**config.mk**
```make
export PLATFORM = sky130hd
export DESIGN_NAME = imuldiv_mul_arbiter
export DESIGN_NICKNAME = d
export VERILOG_FILES = /design/src/rtl/imuldiv_mul_arbiter.sv
export SDC_FILE = /design/constraint.sdc
export NUM_CORES = 1
export LEC_CHECK = 0
export BUFFER_PORTS_ARGS = -buffer_cell sky130_fd_sc_hd__clkbuf_2
export CAP_MARGIN = 20
export CORE_AREA = 2 2 155 157
export DETAILED_ROUTE_END_ITERATION = 12
export DIE_AREA = 0 0 157 159
export PLACE_DENSITY = 0.51
export SYNTH_ARGS = -nofsm -noshare
export SYNTH_HDL_FRONTEND = slang
export SYNTH_SLANG_ARGS = --single-unit
```
**constraint.sdc**
```tcl
create_clock -name clk -period 1.8 [get_ports clk]
set_clock_uncertainty 0.1 [all_clocks]
set_input_delay 0.18 -clock clk [delete_from_list [all_inputs] [get_ports clk]]
set_output_delay 0.18 -clock clk [all_outputs]
set_load 0.03 [all_outputs]
```
**src/rtl/imuldiv_mul_arbiter.sv**
```systemverilog
`default_nettype none
// ============================================================================
// imuldiv_mul_arbiter
//   Round-robin arbiter that lets two clients share one iterative multiplier,
//   with a single transaction in flight at a time.
//   Revision: 1.0
// ============================================================================
module imuldiv_mul_arbiter #(
   parameter int DW = 32
) (
   input  logic            clk,
   input  logic            reset,

   input  logic [DW-1:0]   req0_msg_a,
   input  logic [DW-1:0]   req0_msg_b,
   input  logic            req0_val,
   output logic            req0_rdy,
   output logic [2*DW-1:0] resp0_msg,
   output logic            resp0_val,
   input  logic            resp0_rdy,

   input  logic [DW-1:0]   req1_msg_a,
   input  logic [DW-1:0]   req1_msg_b,
   input  logic            req1_val,
   output logic            req1_rdy,
   output logic [2*DW-1:0] resp1_msg,
   output logic            resp1_val,
   input  logic            resp1_rdy,

   output logic [DW-1:0]   mulreq_msg_a,
   output logic [DW-1:0]   mulreq_msg_b,
   output logic            mulreq_val,
   input  logic            mulreq_rdy,
   input  logic [2*DW-1:0] mulresp_msg_result,
   input  logic            mulresp_val,
   output logic            mulresp_rdy,

   output logic            busy
);

   localparam logic [1:0] ST_IDLE  = 2'b00;
   localparam logic [1:0] ST_ISSUE = 2'b01;
   localparam logic [1:0] ST_WAIT  = 2'b10;

   logic [1:0]    state_q, state_d;
   logic          prio_q,  prio_d;
   logic          owner_q, owner_d;
   logic [DW-1:0] opa_q,   opa_d;
   logic [DW-1:0] opb_q,   opb_d;

   logic          any_val;
   logic          winner;

   always_comb begin
      any_val = req0_val | req1_val;
      // With both requesting the priority client wins, otherwise whoever asks.
      winner  = (req0_val & req1_val) ? prio_q : req1_val;

      state_d = state_q;
      prio_d  = prio_q;
      owner_d = owner_q;
      opa_d   = opa_q;
      opb_d   = opb_q;

      req0_rdy     = 1'b0;
      req1_rdy     = 1'b0;
      resp0_val    = 1'b0;
      resp0_msg    = '0;
      resp1_val    = 1'b0;
      resp1_msg    = '0;
      mulreq_val   = 1'b0;
      mulreq_msg_a = '0;
      mulreq_msg_b = '0;
      mulresp_rdy  = 1'b0;

      case (state_q)
         ST_IDLE: begin
            req0_rdy = any_val & ~winner;
            req1_rdy = any_val &  winner;
            if (any_val) begin
               opa_d   = winner ? req1_msg_a : req0_msg_a;
               opb_d   = winner ? req1_msg_b : req0_msg_b;
               owner_d = winner;
               prio_d  = ~winner;
               state_d = ST_ISSUE;
            end
         end
         ST_ISSUE: begin
            mulreq_val   = 1'b1;
            mulreq_msg_a = opa_q;
            mulreq_msg_b = opb_q;
            if (mulreq_rdy) begin
               state_d = ST_WAIT;
            end
         end
         ST_WAIT: begin
            // Response is a straight pass-through to the owner only.
            mulresp_rdy = owner_q ? resp1_rdy : resp0_rdy;
            if (mulresp_val) begin
               if (owner_q) begin
                  resp1_val = 1'b1;
                  resp1_msg = mulresp_msg_result;
               end else begin
                  resp0_val = 1'b1;
                  resp0_msg = mulresp_msg_result;
               end
            end
            if (mulresp_val && mulresp_rdy) begin
               state_d = ST_IDLE;
            end
         end
         default: begin
            state_d = ST_IDLE;
         end
      endcase
   end

   assign busy = (state_q == ST_ISSUE) || (state_q == ST_WAIT);

   always_ff @(posedge clk or posedge reset) begin
      if (reset) begin
         state_q <= ST_IDLE;
         prio_q  <= 1'b0;
         owner_q <= 1'b0;
         opa_q   <= '0;
         opb_q   <= '0;
      end else begin
         state_q <= state_d;
         prio_q  <= prio_d;
         owner_q <= owner_d;
         opa_q   <= opa_d;
         opb_q   <= opb_d;
      end
   end

endmodule
`default_nettype wire

```
* After elaboration in Yosys (flattened, before gate mapping)
Index checks and enable logic that the tools add are counted.
** Storage, ports and cells
- Word-level logic and storage cells :: 46
- Flip-flop bits (word level) :: 68
** Operators by class
- Mux-type cells :: 26
- Reduce and logical (&&, ||, !) cells :: 5
- Bitwise gates (word level) :: 5
- Eq/ne operators :: 5
** Operator list (number)
- 2-to-1 mux 64 bit :: 6
- 2-to-1 mux 32 bit :: 4
- 2-to-1 mux 1 bit :: 12
- 2-to-1 mux 2 bit :: 3
- inequality test 2 bit (second input constant) :: 3
- one-hot mux 2 bit (3 select lines) :: 1
- AND 1 bit :: 3
- AND reduction 3 bit :: 1
- equality test 2 x 1 -> 1 bit (second input constant) :: 1
- equality test 2 bit (second input constant) :: 1
- zero test 2 bit :: 1
- AND reduction 2 bit :: 1
- logical AND 1 bit :: 1
- logical OR 1 bit :: 1
- inverter 1 bit :: 1
- OR 1 bit :: 1

* Logic depth before layout (Yosys ltp)
- Depth after elaboration :: 5
- Gate-level depth with buffers :: 7
- Depth with buffers taken out :: 5

* Worst setup path before layout
No wires, ideal clock.
- Path kind :: reg-to-output
- From :: reg state_q[0]
- To :: out resp1_msg[54]
- Required time :: 1.520 ns
- Path buffers :: 1
- Arrival time :: 1.620 ns
- Cell stages (with the launch flop) :: 6
- Setup slack :: -0.100 ns
- Path through :: dfrtp_1 > inv_1 > ha_1 > and3_2 > clkbuf_1 > and2_1
** On the way
- Cells in the longest elaborated chain, start to end :: 2
** RTL lines
- from (decl) :: RTL line 45 : logic [1:0] state_q, state_d;
- from (signal assigned) :: RTL line 128 : state_q <= state_d;
- equality test 2 bit :: RTL line 76 : case (state_q)
- 2-to-1 mux 64 bit :: RTL line 76
- to (decl) :: RTL line 26 : output logic [2*DW-1:0] resp1_msg,
No other way between the ends.

* Final worst setup path
- From :: reg state_q[0]
- To :: out resp1_msg[61]
Same word-level chain as after synthesis.

==> results.toml <==
[clocking]
root_buffer = "clkbuf_16"
htree_levels = 3
clock_latency_ns = 0.33
clockBufferDepth = 2
cts_made_buffers = 9
cts_tree = "built"
clock-sinks = 68
clkTransAtPathRegs_ns = 0.05

[drt]
postRouteAntennaNets = 0
vias = 6402
drt-total-wl_um = 26100
dr.pass1.iters = 4
viasPerCell = 4.68
avgRoutedWirePerCell_um = 19.1
drt_iter0_drc = 304
drc = 0

[die]
fp.dieH_um = 159
start_util = 0.208
die_area_um2 = 25000
dieWidth_um = 157
io_pins = 399
core_area_um2 = 23200
rows = 56

[worst_setup_path]
timing.critical_path.from_type = "flop"
critPathMaxStageDelay_ns = 0.38
critPathRequiredTime_ns = 1.52
crit_chain = "inv_2 > ha_4 > and3_4 > buf_12 > clkbuf_16 > and2_4 > buf_8"
path_max_fanout = 6
end_kind = "output port"
worstReg2RegStart = "state_q[0]"
criticalPathCategory = "reg2out"
critPathLaunch = "state_q[0]"
worstPathArrival_ns = 1.72
crit_slowest_cell = "dfrtp_1"

[timing]
slew_viol_final = 0
maxSlewHeadroom = 0.671
hold_viol = 0
worst_pin_slew_ns = 0.493
fin_crit_sh = 1.11
max_freq_mhz = 499
fin_ws_ns = -0.204
rsz0062_at_grt = "yes"
finalSetupViolCount = 241
period_minus_slack_ns = 2.00

[yosys]
synth_area_leaders = "dfrtp_1 (35%), and2_1 (25%), o211ai_1 (10%)"
yosys.area.top_type = "dfrtp_1"
postSynthCellCount = 614
synth.avg_cell_area_um2 = 7.86
syn_area_um2 = 4820
synth_seq_cells = 68
ys_seq_area_frac = 0.353
syn-num-nets = 817
yosys_warnings = 0
yosysUniqueCellTypes = 25
synth_top_cell_area_share = 0.353

[placement]
place_hpwl_um = 16800
dp_slack_ns = -0.00409
place_congestion = 0.823
portBuffers = 398
dp.cells = 1283

[power_and_ir_drop]
p_per_area_nw_per_um2 = 1360
vdd.ir_drop.worst_mv = 0.769
cellLeakagePower_uw = 0.00471

[global_route]
grt_pass1_wl_um = 37000
grt_antenna_before_repair = 0
grt_use_total = 0.191
grt_max_degree = 67
grt_overflow_total = 0
grt_pass1_vias = 6447

[job]
cap_viol_max_count = 0

[final_layout]
nets = 1247
instances_no_fill = 1367
drive_gt1_frac = 0.619
fillers = 2242
final_common_cell = "clkbuf_2"
utilization = 0.440
diodes = 0
final_cell_mix = "clkbuf_2 (202), buf_6 (101), and2_4 (96)"
area_growth_pct = 112

[worst_hold_path]
min_path_type = "in2reg"
hp-start = "req0_msg_a[31]"

[outcome]
status = "finished with violations"
failed_checks = "setup timing"
==> worst paths after layout <==
check,slack (ns),end,cells past startpoint
worst max-delay path,-0.20,resp1_msg[61],7
worst min-delay path,0.02,opa_q[31],3
worst max register to register,-0.08,opb_q[22],10
worst min register to register,0.44,opa_q[6],2
max in group asynchronous,0.77,opb_q[2],4
min in group asynchronous,0.30,opb_q[22],3
==> metal layers <==
layer | routed length [µm] | vias to the layer above | global-route usage
met3 | 2150 | 58 | 0.0607
met5 | 0 | - | 0
li1 | - | 2983 | -
met2 | 13300 | 310 | 0.345
met1 | 9530 | 3051 | 0.206
met4 | 1040 | 0 | 0.0705
==> sequential cells by signal, indices dropped and copies added, names as in the netlist <==
signal   flops
state_q      2
opa_q       32
opb_q       32
owner_q      1
prio_q       1
==> synthesized netlist by cell type (all sizes together) <==
library cell and n:
a2111oi 1, a21oi 1, a22o 1, a31oi 65
and2 193, and2b 2, and3 1, buf 13
clkbuf 57, dfrtp 68, ha 3, inv 5
mux2 2, mux2i 1, nand2 1, nor2 67
nor2b 2, nor3b 1, o211ai 64, o21a 1
o21ai 65
==> final cells by class <==
class	count	area [µm²]	area share
repair buffers	489	4560	0.447
multi-input cells	471	3250	0.319
flip-flops and latches	68	1700	0.167
well taps	319	399	0.0391
clock buffers	13	260	0.0255
inverters	5	22.5	0.00221
clock inverters	2	10.0	0.000981
==> timing repair <==
action,4_1_cts,5_1_grt
pin swaps,1,37
gates cloned,5,8
hold buffers,45,0
buffers inserted,8,4
endpoints found under the setup margin,199,262
gates resized for setup,298,356
hold endpoints to repair,57,0
==> power by group <==
| group | leakage (µW) | internal [µW] | switching (µW) |
|---|---|---|---|
| combinational | 0.00381 | 4350 | 5090 |
| sequential | 0.000761 | 2320 | 428 |
| clock | 0.000135 | 996 | 650 |
==> stage by stage <==
stage | setup TNS [ns] | power [µW] | area, µm² | hold WS, ns
6_report | -27.75 | 13800 | 10200 | 0.0161
2_1_floorplan | -0.334 | 7340 | 4960 | 0.237
5_1_grt | -48.78 | 14700 | 10200 | 0.0160
3_3_place_gp | 0 | 9570 | 7380 | 0.0960
4_1_cts | -34.55 | 12400 | 9330 | 0.000158
3_5_place_dp | -0.00537 | 9590 | 7380 | 0.0916
==> critical path, delay by kind of cell (launching register included) <==
kind / cells / cell delay, ns
buf+inv: 4 / 0.51
flops: 1 / 0.38
simple gates: 2 / 0.35
fa+ha+maj: 1 / 0.14
==> cells by family (layout without fill, tap and decap cells) <==
| group | Yosys count | after routing | synth area share |
|---|---|---|---|
| AND/OR/NAND/NOR | 267 | 267 | 0.312 |
| AO/OA/AOI/OAI | 198 | 198 | 0.259 |
| buffers and inverters | 75 | 509 | 0.0612 |
| flip-flops | 68 | 68 | 0.353 |
| adder cells (fa/ha/maj) | 3 | 3 | 0.00778 |
| multiplexers | 3 | 3 | 0.00674 |
Note: power is estimated with default switching activity, not from simulation.
